==> src/rtl/mem_access_unit.sv <==
`default_nettype none
// ============================================================================
// Module   : mem_access_unit
// Purpose  : MEM-stage initiator for the four-lane data RAM; stalls the
//            pipeline and returns extended load data. Optional macro
//            ADDR_ALIGN_CHECK_EN enables the misaligned-access trap.
// Revision : 1.0
// ============================================================================

package mem_access_unit_pkg;
    typedef enum logic {
        CHIP_DISABLE = 1'b0,
        CHIP_ENABLE  = 1'b1
    } chip_en_t;
    typedef logic [31:0] ram_addr_t;
    typedef logic [31:0] ram_data_t;
endpackage

module mem_access_unit
    import mem_access_unit_pkg::*;
#(
    parameter int RAM_LATENCY = 0
) (
    input  logic        clk,
    input  logic        rst_n,
    input  logic        mem_req_i,
    input  logic [2:0]  mem_op_i,
    input  logic [31:0] mem_addr_i,
    input  logic [31:0] mem_wdata_i,
    output logic        stall_o,
    output logic        load_valid_o,
    output logic [31:0] load_data_o,
    output logic        addr_err_o,
    output logic [31:0] badvaddr_o,
    output chip_en_t    ram_ce_o,
    output logic        ram_we_o,
    output logic [3:0]  ram_sel_o,
    output ram_addr_t   ram_addr_o,
    output ram_data_t   ram_data_o,
    input  ram_data_t   ram_data_i
);

    localparam logic [2:0] c_op_lb  = 3'd0;
    localparam logic [2:0] c_op_lbu = 3'd1;
    localparam logic [2:0] c_op_lh  = 3'd2;
    localparam logic [2:0] c_op_lhu = 3'd3;
    localparam logic [2:0] c_op_lw  = 3'd4;
    localparam logic [2:0] c_op_sb  = 3'd5;
    localparam logic [2:0] c_op_sh  = 3'd6;
    localparam logic [2:0] c_op_sw  = 3'd7;

    localparam logic [2:0] c_wait_init = 3'(RAM_LATENCY - 1);

    typedef enum logic [1:0] {
        IDLE   = 2'd0,
        ACCESS = 2'd1,
        WAIT   = 2'd2,
        DONE   = 2'd3
    } state_t;

    state_t      r_state;
    logic [2:0]  r_wait_cnt;
    logic [2:0]  r_op;
    logic [1:0]  r_off;

    logic        w_req_store;
    logic        w_cur_store;
    logic [3:0]  w_sel;
    logic [31:0] w_wdata;
    logic [31:0] w_load_ext;

    function automatic logic is_store(input logic [2:0] op);
        return op[2] & (op[1] | op[0]);
    endfunction

    assign w_req_store = is_store(mem_op_i);
    assign w_cur_store = is_store(r_op);

    // Big-endian lanes: byte offset k lives in sel[3-k] / bits 31-8k.
    always_comb begin
        w_sel   = 4'b1111;
        w_wdata = mem_wdata_i;
        case (mem_op_i)
            c_op_lb, c_op_lbu, c_op_sb: begin
                w_sel   = 4'b1000 >> mem_addr_i[1:0];
                w_wdata = {4{mem_wdata_i[7:0]}};
            end
            c_op_lh, c_op_lhu, c_op_sh: begin
                w_sel   = mem_addr_i[1] ? 4'b0011 : 4'b1100;
                w_wdata = {2{mem_wdata_i[15:0]}};
            end
            default: begin
                w_sel   = 4'b1111;
                w_wdata = mem_wdata_i;
            end
        endcase
    end

    always_comb begin
        logic [7:0]  v_byte;
        logic [15:0] v_half;
        case (r_off)
            2'd0:    v_byte = ram_data_i[31:24];
            2'd1:    v_byte = ram_data_i[23:16];
            2'd2:    v_byte = ram_data_i[15:8];
            default: v_byte = ram_data_i[7:0];
        endcase
        v_half = r_off[1] ? ram_data_i[15:0] : ram_data_i[31:16];
        case (r_op)
            c_op_lb:  w_load_ext = {{24{v_byte[7]}}, v_byte};
            c_op_lbu: w_load_ext = {24'd0, v_byte};
            c_op_lh:  w_load_ext = {{16{v_half[15]}}, v_half};
            c_op_lhu: w_load_ext = {16'd0, v_half};
            default:  w_load_ext = ram_data_i;
        endcase
    end

`ifdef ADDR_ALIGN_CHECK_EN
    logic        r_addr_err;
    logic [31:0] r_badvaddr;
    logic        w_misaligned;

    always_comb begin
        w_misaligned = 1'b0;
        case (mem_op_i)
            c_op_lh, c_op_lhu, c_op_sh: w_misaligned = mem_addr_i[0];
            c_op_lw, c_op_sw:           w_misaligned = (mem_addr_i[1:0] != 2'b00);
            default:                    w_misaligned = 1'b0;
        endcase
    end

    assign addr_err_o = r_addr_err;
    assign badvaddr_o = r_badvaddr;
`else
    assign addr_err_o = 1'b0;
    assign badvaddr_o = 32'd0;
`endif

    // Gated by rst_n so the pipeline is released while reset is held.
    assign stall_o = rst_n & ((r_state == ACCESS) || (r_state == WAIT) ||
                              ((r_state == IDLE) && mem_req_i));

    always_ff @(posedge clk or negedge rst_n) begin
        if (!rst_n) begin
            r_state      <= IDLE;
            r_wait_cnt   <= 3'd0;
            r_op         <= 3'd0;
            r_off        <= 2'd0;
            ram_ce_o     <= CHIP_DISABLE;
            ram_we_o     <= 1'b0;
            ram_sel_o    <= 4'd0;
            ram_addr_o   <= '0;
            ram_data_o   <= '0;
            load_valid_o <= 1'b0;
            load_data_o  <= 32'd0;
`ifdef ADDR_ALIGN_CHECK_EN
            r_addr_err   <= 1'b0;
            r_badvaddr   <= 32'd0;
`endif
        end else begin
            case (r_state)
                IDLE: begin
                    if (mem_req_i) begin
                        r_op  <= mem_op_i;
                        r_off <= mem_addr_i[1:0];
`ifdef ADDR_ALIGN_CHECK_EN
                        if (w_misaligned) begin
                            r_state    <= DONE;
                            r_addr_err <= 1'b1;
                            r_badvaddr <= mem_addr_i;
                        end else
`endif
                        begin
                            r_state    <= ACCESS;
                            ram_ce_o   <= CHIP_ENABLE;
                            ram_we_o   <= w_req_store;
                            ram_sel_o  <= w_sel;
                            ram_addr_o <= {mem_addr_i[31:2], 2'b00};
                            ram_data_o <= w_wdata;
                        end
                    end
                end
                ACCESS: begin
                    ram_we_o <= 1'b0;
                    if (w_cur_store || (RAM_LATENCY == 0)) begin
                        r_state   <= DONE;
                        ram_ce_o  <= CHIP_DISABLE;
                        ram_sel_o <= 4'd0;
                        if (!w_cur_store) begin
                            load_valid_o <= 1'b1;
                            load_data_o  <= w_load_ext;
                        end
                    end else begin
                        r_state    <= WAIT;
                        r_wait_cnt <= c_wait_init;
                    end
                end
                WAIT: begin
                    if (r_wait_cnt == 3'd0) begin
                        r_state      <= DONE;
                        ram_ce_o     <= CHIP_DISABLE;
                        ram_sel_o    <= 4'd0;
                        load_valid_o <= 1'b1;
                        load_data_o  <= w_load_ext;
                    end else begin
                        r_wait_cnt <= r_wait_cnt - 3'd1;
                    end
                end
                DONE: begin
                    r_state      <= IDLE;
                    load_valid_o <= 1'b0;
`ifdef ADDR_ALIGN_CHECK_EN
                    r_addr_err   <= 1'b0;
`endif
                end
                default: r_state <= IDLE;
            endcase
        end
    end

endmodule

`default_nettype wire

==> config.mk <==
export PLATFORM = sky130hd
export DESIGN_NAME = mem_access_unit
export DESIGN_NICKNAME = d
export VERILOG_FILES = /design/src/rtl/mem_access_unit.sv
export SDC_FILE = /design/constraint.sdc
export NUM_CORES = 1
export LEC_CHECK = 0
export ABC_AREA = 1
export CORE_UTILIZATION = 40
export CTS_CLUSTER_SIZE = 10
export DETAILED_ROUTE_END_ITERATION = 8
export GPL_ROUTABILITY_DRIVEN = 0
export PLACE_DENSITY_LB_ADDON = 0.05
export REMOVE_ABC_BUFFERS = 1
export SYNTH_ARGS = -nofsm -noshare
export SYNTH_HDL_FRONTEND = slang
export SYNTH_SLANG_ARGS = --single-unit
export TNS_END_PERCENT = 1
==> constraint.sdc <==
create_clock -name clk -period 1.9 [get_ports clk]
set_input_delay 0.285 -clock clk [delete_from_list [all_inputs] [get_ports clk]]
set_output_delay 0.285 -clock clk [all_outputs]
set_load 0.005 [all_outputs]
==> run_results.csv, run 1 <==
group,metric,value,unit
status,outcome,"finished, final reports clean",
worst_setup_path,arrival,1.52,ns
logic_synthesis,synth_simple_gate_area_share,0.3081,
logic_synthesis,yosysTopAreaCell,"dfrtp_1",
clocking,cts_max_level,3,
route,drt_iter0_drc,304,
timing,hold_viol_final,0,
timing,maxSlewViolCount,0,
final_layout,fin_cells,1166,
logic_synthesis,synth_xor_xnor_area_share,0.001519,
final_layout,fill_cells,1330,
die,die_h,122.1,um
clocking,cts_resized,1,
die,die-area,14900,sq um
power,leakage,0.004239,uW
timing,setup_violations,0,
timing,finalCritPeriodShare,0.9474,
power,powerDensity,1566,nW/um^2
timing,tightest_slew,0.6012,ns
logic_synthesis,async_reset_ff_frac,1.000,
clocking,cts_buffers,9,
route,vias,5367,
global_route,grt_pass1_vias,5066,
timing,timing.slew.headroom,0.5992,
placed_design,place_area,7945,sq um
clocking,path_clk_slew,0.07,ns
logic_synthesis,synth_most_common_cell,"nand2_1",
logic_synthesis,syn_inst,775,
timing,clock_skew,0.007686,ns
clocking,cts_buffer_depth,2,
logic_synthesis,avgSynthCellArea,7.441,sq um
final_layout,multi_input_area,2430,sq um
clocking,clock-sinks,111,
flow_run,maxCapViolCount,0,
die,dieWidth,122.1,um
final_layout,final_core_util,0.5919,
route,drt.antenna.violating_nets,0,
final_layout,nNetsFinal,1090,
final_layout,stdcell_area,8279,sq um
logic_synthesis,synthFlopType,"dfrtp_1",
route,avgViaCountPerCell,4.603,
logic_synthesis,synth-compound-area-share,0.07290,
logic_synthesis,ys_ff_latch,111,
clocking,clock-root-buffer,"clkbuf_16",
placed_design,post-dp-hpwl,11.05,mm
power,power,12960,uW
global_route,overflow,0,
worst_setup_path,crit_fanout,3,
logic_synthesis,netlist_area,5767,sq um
final_layout,drive_above_1_share,0.05882,
route,drt-wirelength-per-cell,13.41,um
logic_synthesis,synth_edf_count,0,
clocking,clkLatencyLatePin,0.35,ns
clocking,hold_buffers,0,
final_layout,syn_to_final_growth,43.57,%
route,first_pass_iters,4,
die,start_util,0.4123,
final_layout,register_area,2778,sq um
timing,min_period,1.800,ns
logic_synthesis,synth_common_cells,"305 x nand2_1, 111 x dfrtp_1, 80 x nor2_1",
logic_synthesis,synth_top_family_by_area,"simple AND/OR/NAND/NOR gates",
logic_synthesis,synth_area_leaders,"dfrtp_1 48%, nand2_1 20%, nor2_1 5.2%",
global_route,grt_pass1_wl,25.04,mm
power,vdd_drop_max,0.0006568,V
global_route,grt_max_degree,112,
logic_synthesis,synth_mux_area_frac,0,
global_route,grtUsageTotal,0.2173,
die,rows,43,
timing,rsz0062_at_grt,"no",
timing,holdWs,0.04436,ns
clocking,cts_tree,"built",
logic_synthesis,ys_warn_count,0,
die,core,13990,sq um
global_route,antenna_found_initial,0,
worst_setup_path,cp-start-kind,"register",
logic_synthesis,synth-adder-area-share,0.01519,
worst_setup_path,cp.required,1.62,ns
final_layout,antenna_cells,0,
worst_setup_path,endpoint_kind,"output pin",
worst_setup_path,critical_path_class,"reg -> out",
route,drc,0,
timing,max_freq,555.5,MHz
logic_synthesis,seq_area_frac_synth,0.4817,
placed_design,portBuffers,203,
route,totalWireLength,15.63,mm
worst_hold_path,min_path_type,"in -> async",
clocking,cts_setup_buffers,0,
die,ioPinCount,239,
logic_synthesis,synth.distinct_cells,31,
placed_design,dp_cells,1150,
logic_synthesis,post-synth-top-area-fraction,0.4817,
-- placed cells by master (no fill, tap or decap), types with 4 or more instances in the layout --
master	n
clkdlybuf4s50_1	201
or2_1	4
a31oi_1	8
buf_4	20
inv_2	7
buf_12	4
inv_1	62
o22ai_1	6
clkbuf_16	9
nand2_1	304
a21oi_1	37
ha_1	6
nor2_1	80
o21ai_0	19
dfrtp_1	111
nand3_1	26
nand2_2	5
o21ai_1	6
conb_1	35
or2_0	11
-- per-layer routing --
layer | global-route usage | wire length, um | share of wire | up-vias
met5 | 0 | 0 | 0 | -
met1 | 0.2837 | 6918 | 0.44 | 2440
li1 | - | - | - | 2726
met4 | 0.07774 | 251 | 0.016 | 0
met2 | 0.3397 | 7064 | 0.45 | 184
met3 | 0.06601 | 1398 | 0.089 | 17
-- worst paths after layout --
path | startpoint | end | slack [ns] | depth (start not counted)
worst max-delay path | r_state[0] | stall_o | 0.1 | 5
max in group asynchronous | rst_n | load_data_o[23] | 1.42 | 2
worst max register to register | r_wait_cnt[0] | load_data_o[27] | 0.22 | 11
worst min register to register | ram_addr_o[26] | ram_addr_o[26] | 0.48 | 2
worst min-delay path | rst_n | load_data_o[6] | 0.04 | 2
min in group clk | mem_addr_i[7] | ram_addr_o[7] | 0.46 | 3
-- critical path, cell delays in order (launching register included) --
cell	delay, ns
dfrtp_1	0.35
inv_1	0.08
ha_1	0.29
inv_1	0.07
a21boi_1	0.15
clkdlybuf4s15_1	0.23
-- state kept, by name (all words and copies together) (netlist names) --
signal / count
ram_sel_o: 4
ram_data_o: 32
ram_we_o: 1
r_wait_cnt: 3
r_state: 2
r_op: 3
load_valid_o: 1
ram_ce_o: 1
load_data_o: 32
ram_addr_o: 30
r_off: 2
-- kinds of logic (layout without fill, tap and decap cells) --
kind of cell,count (synthesis),count (layout)
flops,111,111
xor+xnor,1,1
compound gates,79,79
fa+ha+maj,7,7
simple gates,441,441
buf+inv,135,312
other cells,1,35
-- report_power, final --
group,total (uW),internal (uW),switching [uW],leakage (uW)
Sequential,4130,3500,623,0.00135
Clock,2120,1230,887,0.000166
Combinational,6720,3470,3250,0.00273
-- stage by stage --
step / worst slack (ns) / setup TNS, ns
2_1_floorplan: -1.130 / -66.12
4_1_cts: 0.03439 / 0
5_1_grt: 0.01934 / 0
6_report: 0.09985 / 0
3_3_place_gp: 0.1003 / 0
3_5_place_dp: 0.1028 / 0
-- area by class of cell --
cell class / instances / share of cell area
flip-flops and latches: 111 / 0.3355
multi-input cells: 563 / 0.2935
repair buffers: 226 / 0.2720
inverters: 70 / 0.03174
clock buffers: 11 / 0.03053
well taps: 180 / 0.02720
clock inverters: 5 / 0.009521
Power figures use the tool's default switching activity.
==> run 2, diff against run 1 <==
--- a/config.mk
+++ b/config.mk
@@ -7,11 +7,14 @@
 export LEC_CHECK = 0
 export ABC_AREA = 1
 export CORE_UTILIZATION = 40
+export CTS_BUF_LIST = sky130_fd_sc_hd__clkbuf_4 sky130_fd_sc_hd__clkbuf_8
 export CTS_CLUSTER_SIZE = 10
 export DETAILED_ROUTE_END_ITERATION = 8
+export DONT_BUFFER_PORTS = 1
 export GPL_ROUTABILITY_DRIVEN = 0
 export PLACE_DENSITY_LB_ADDON = 0.05
 export REMOVE_ABC_BUFFERS = 1
+export SLEW_MARGIN = 5
 export SYNTH_ARGS = -nofsm -noshare
 export SYNTH_HDL_FRONTEND = slang
 export SYNTH_SLANG_ARGS = --single-unit
==> run 2 against run 1 <==
Against the previous run: the flow now finishes with violations (hold timing); cell area is 22% lower; cell count decreased by 14%; global-route usage shrank 0.92 points; clock-buffer cell count is 2 lower; largest power group is now registers; clock power shrank 33%; critical path type unchanged.
==> run_results.csv, run 2 (synthesized netlist as in run 1, its figures left out) <==
group,metric,value,unit
worst_setup_path,endpoint_kind,"output pin",
route,avgViaCountPerCell,4.895,
timing,timing.slew.headroom,0.6103,
final_layout,stdcell_area,6464,sq um
route,drc,0,
global_route,antenna_found_initial,0,
die,die-area,14900,sq um
global_route,use_met1,0.2552,
worst_setup_path,cp-start-kind,"register",
worst_setup_path,r2r-start,"r_state[0]",
die,die_h,122.1,um
route,drt.antenna.violating_nets,0,
global_route,grtUsageTotal,0.2081,
timing,hold_viol_final,111,
timing,min_period,1.770,ns
clocking,hold_buffers,42,
die,dieWidth,122.1,um
timing,setup_violations,0,
placed_design,dp_cells,937,
global_route,grt_pass1_wl,23.80,mm
final_layout,multi_input_area,2430,sq um
worst_hold_path,min_path_type,"in -> async",
worst_setup_path,reg2reg_to,"load_data_o[6]",
die,core,13990,sq um
global_route,met2_usage,0.3362,
power,vdd_drop_max,0.0005640,V
final_layout,final_cell_mix,"304 x nand2_1, 111 x dfrtp_1, 80 x nor2_1, 62 x inv_1, 42 x dlygate4sd3_1",
route,drt_iter0_drc,239,
global_route,top_usage_layer,"met2",
final_layout,antenna_cells,0,
clocking,cts_buffer_depth,2,
worst_setup_path,cp.required,1.62,ns
final_layout,fill_cells,1418,
flow_run,maxCapViolCount,0,
timing,holdWs,-0.4254,ns
die,rows,43,
route,drt-wirelength-per-cell,15.23,um
clocking,cts_buffers,9,
timing,tightest_slew,0.5825,ns
timing,clock_skew,0.005458,ns
route,first_pass_iters,4,
clocking,cts_max_level,3,
route,totalWireLength,15.19,mm
power,powerDensity,1579,nW/um^2
final_layout,final_common_cell,"nand2_1",
final_layout,drive_above_1_share,0.05998,
timing,maxSlewViolCount,0,
final_layout,register_area,2778,sq um
final_layout,fin_cells,997,
placed_design,place_area,5841,sq um
clocking,clkLatencyLatePin,0.39,ns
final_layout,final_core_util,0.4621,
global_route,grt_pass1_vias,4719,
status,violations,"hold timing",
timing,max_freq,564.9,MHz
timing,finalCritPeriodShare,0.9317,
final_layout,syn_to_final_growth,12.09,%
final_layout,nNetsFinal,921,
global_route,use_met3,0.07069,
route,vias,4880,
die,ioPinCount,239,
worst_setup_path,critical_path_class,"reg -> out",
clocking,cts_tree,"built",
power,leakage,0.003518,uW
worst_setup_path,crit_fanout,3,
die,start_util,0.4123,
worst_setup_path,reg2reg_slack,0.22,ns
clocking,clock-sinks,111,
clocking,path_clk_slew,0.11,ns
global_route,overflow,0,
placed_design,portBuffers,0,
global_route,grt_max_degree,113,
clocking,clock-root-buffer,"clkbuf_8",
worst_setup_path,cp-startpoint,"r_state[1]",
status,outcome,"finished, violations left",
final_layout,top_regs,"load_data_o x32, ram_data_o x32, ram_addr_o x30",
timing,rsz0062_at_grt,"no",
worst_setup_path,ff2ff_path_depth,10,
placed_design,post-dp-hpwl,10.29,mm
worst_setup_path,arrival,1.49,ns
-- run 2: cell count changes in the layout (fill, tap and decap cells not counted), sizes merged --
| cell | before | now |
|---|---|---|
| bufinv | 2 | 0 |
| clkdlybuf4s15 | 1 | 0 |
| clkbuf | 11 | 9 |
| dlygate4sd3 | 0 | 42 |
| buf | 24 | 15 |
| clkinvlp | 0 | 1 |
| clkdlybuf4s50 | 201 | 0 |
| inv | 70 | 73 |
-- run 2: repair_timing --
action	CTS	global route
endpoints found under the hold margin	153	111
gates cloned	0	0
setup buffers	1	1
resized for setup	1	1
setup endpoints to repair	1	1
-- run 2: worst max-delay path by stage --
stage,endpoint,slack (ns),cells after the start
finish,stall_o,0.13,5
global route,stall_o,0.008,5
floorplan,ram_ce_o,-1.13,8
CTS,stall_o,0.0008,5
global placement,load_data_o[25],0.27,11
detailed placement,load_data_o[30],0.22,11
-- run 2: critical path, stage by stage, from the launching register on --
cell and delay, ns:
dfrtp_1 0.38, inv_1 0.08, ha_1 0.30, inv_1 0.07
a21boi_1 0.14, buf_4 0.13
-- run 2: stage by stage --
stage	setup slack [ns]	total power (uW)	setup TNS [ns]
floorplan	-1.130	7273	-66.12
global placement	0.2741	8649	0
detailed placement	0.2180	8782	0
CTS	0.0008307	10310	0
global route	0.007578	11230	0
finish	0.1298	10210	0
-- run 2: routing by layer --
layer  up-vias  wire (um)
met3        17       1497
li1       2385          -
met1      2292       6325
met5         -          0
met2       186       7079
met4         0        283
-- run 2: layout make-up --
type                       instances  area share
sequential                       111      0.4297
timing repair buffer              57     0.09021
tap                              180     0.03484
clock buffer                       9     0.01916
inverter                          70     0.04065
clock inverter                     7    0.009485
multi-input combinational        563      0.3759
-- run 2: report_power, final --
group / switching [uW] / internal [uW] / total [uW] / leakage [uW]
logic: 2620 / 1690 / 4310 / 0.00208
clock network: 905 / 506 / 1410 / 0.0000940
registers: 988 / 3500 / 4490 / 0.00135
==> run 3, diff against run 2 <==
==> constraint.sdc (replaced) <==
create_clock -name clk -period 1.85 [get_ports clk]
set_input_delay 0.2775 -clock clk [delete_from_list [all_inputs] [get_ports clk]]
set_output_delay 0.2775 -clock clk [all_outputs]
set_load 0.005 [all_outputs]
==> run 3 against run 2 <==
Against the previous run: sequential cell count is the same; sequential power grew 2%; highest routed layer unchanged; the run still ends with hold timing left; critical path depth is the same; critical endpoint unchanged.
==> run_results.csv, run 3 (synthesized netlist as in run 1, its figures left out) <==
group,metric,value,unit
status,outcome,"finished, violations left",
status,violations,"hold timing",
timing,fin_tns_setup,0,ns
route,drc,0,
final_layout,nNetsFinal,924,
final_layout,syn_to_final_growth,13.28,%
clocking,hold_buffers,43,
power,power,10630,uW
die,die-area,14900,sq um
worst_setup_path,cpPeakStageDelay,0.39,ns
clocking,cts_max_level,3,
route,drt-wirelength-per-cell,15.10,um
clocking,cts_buffer_depth,2,
global_route,grt_pass1_wl,23.97,mm
clocking,clkLatencyLatePin,0.38,ns
clocking,cts_buffers,9,
route,first_pass_iters,5,
die,die_h,122.1,um
clocking,clock-root-buffer,"clkbuf_8",
die,start_util,0.4123,
route,drt_iter0_drc,205,
worst_setup_path,crit_fanout,3,
worst_setup_path,cp_slowest_cell,"dfrtp_1",
timing,maxSlewViolCount,0,
global_route,overflow,0,
placed_design,portBuffers,0,
worst_setup_path,crit_chain,"inv_1 -> ha_1 -> inv_1 -> a21boi_1 -> buf_4",
clocking,cts_tree,"built",
die,rows,43,
timing,max_freq,571.3,MHz
timing,holdWs,-0.4278,ns
worst_setup_path,crit_path_frequent_cell,"inv_1",
route,vias,4821,
worst_setup_path,arrival,1.47,ns
route,avgViaCountPerCell,4.821,
timing,hold_viol_final,111,
global_route,grt_pass1_vias,4739,
final_layout,final_cell_mix,"304 x nand2_1, 111 x dfrtp_1, 79 x nor2_1, 61 x inv_1, 43 x dlygate4sd3_1",
power,leakage,0.003540,uW
worst_setup_path,cp.required,1.57,ns
timing,clock_skew,0.01120,ns
die,core,13990,sq um
final_layout,top_regs,"load_data_o x32, ram_data_o x32, ram_addr_o x30",
timing,rsz0062_at_grt,"yes",
flow_run,maxCapViolCount,0,
timing,finalCritPeriodShare,0.9461,
route,totalWireLength,15.10,mm
final_layout,drive_above_1_share,0.06463,
final_layout,fill_cells,1416,
worst_setup_path,endpoint_kind,"output pin",
timing,setup_violations,0,
power,vdd_drop_max,0.0006436,V
final_layout,antenna_cells,0,
worst_hold_path,min_path_type,"in -> async",
timing,timing.slew.headroom,0.6356,
die,dieWidth,122.1,um
final_layout,final_common_cell,"nand2_1",
die,ioPinCount,239,
placed_design,post-dp-hpwl,10.23,mm
power,powerDensity,1628,nW/um^2
timing,tightest_slew,0.5446,ns
timing,min_period,1.750,ns
global_route,grt_max_degree,113,
route,drt.antenna.violating_nets,0,
global_route,antenna_found_initial,0,
global_route,grtUsageTotal,0.2087,
worst_setup_path,cp-start-kind,"register",
worst_setup_path,critical_path_class,"reg -> out",
clocking,path_clk_slew,0.11,ns
clocking,clock-sinks,111,
-- run 3: cell count changes in the layout (fill, tap and decap cells not counted), sizes merged --
cell,change
buf,+2
clkbuf,+2
clkinv,-2
inv,-2
bufinv,+1
clkinvlp,+1
dlygate4sd3,+1
-- run 3: layout make-up --
| cell class | instances | area (sq um) | area share |
|---|---|---|---|
| sequential | 111 | 2778 | 0.4252 |
| multi-input combinational | 563 | 2442 | 0.3739 |
| timing repair buffer | 60 | 608.1 | 0.09309 |
| inverter | 70 | 265.3 | 0.04061 |
| tap | 180 | 225.2 | 0.03448 |
| clock buffer | 11 | 151.4 | 0.02318 |
| clock inverter | 5 | 62.56 | 0.009577 |
-- run 3: final timing paths --
kind	startpoint	end	slack, ns	cells past startpoint
worst max register to register	r_state[0]	load_data_o[23]	0.16	11
min in group clk	mem_wdata_i[17]	ram_data_o[17]	0.02	2
worst min-delay path	rst_n	load_data_o[2]	-0.43	0
max in group asynchronous	rst_n	ram_data_o[2]	1.97	0
worst max-delay path	r_state[1]	stall_o	0.1	5
worst min register to register	r_wait_cnt[2]	r_wait_cnt[2]	0.50	2
-- run 3: layer usage --
layer / global-route usage / vias up / wire [um]
li1: - / 2382 / -
met2: 0.3407 / 196 / 7091
met1: 0.2559 / 2224 / 6268
met3: 0.06882 / 19 / 1469
met5: 0 / - / 0
met4: 0.07698 / 0 / 272
-- run 3: where the power goes --
group / switching [uW] / total, uW / internal, uW / leakage, uW
Sequential: 986 / 4590 / 3600 / 0.00135
Clock: 873 / 1580 / 711 / 0.000103
Combinational: 2700 / 4460 / 1760 / 0.00209
-- run 3: metrics by stage --
| stage | hold slack, ns | utilization | area [sq um] | std cells | setup slack (ns) |
|---|---|---|---|---|---|
| finish | -0.4278 | 0.4670 | 6533 | 1000 | 0.09964 |
| global route | -0.4566 | 0.4670 | 6533 | 1000 | -0.01385 |
| CTS | -0.4531 | 0.4659 | 6518 | 1000 | 0.01352 |
| detailed placement | -0.01576 | 0.4186 | 5856 | 939 | 0.1502 |
| global placement | -0.01460 | 0.4186 | 5856 | 939 | 0.2022 |
| floorplan | -0.01809 | - | 5465 | 744 | -1.180 |
-- run 3: worst max-delay path, delay by kind of cell (launching register included) --
kind            cells  cell delay, ns
flops               1            0.39
buf+inv             3            0.37
compound gates      1            0.07
fa+ha+maj           1            0.26
-- run 3: what timing repair did --
action	CTS	global route
resized for setup	1	5
endpoints found under the hold margin	154	111
pin swaps	0	1
buffers inserted	2	0
setup endpoints to repair	1	1
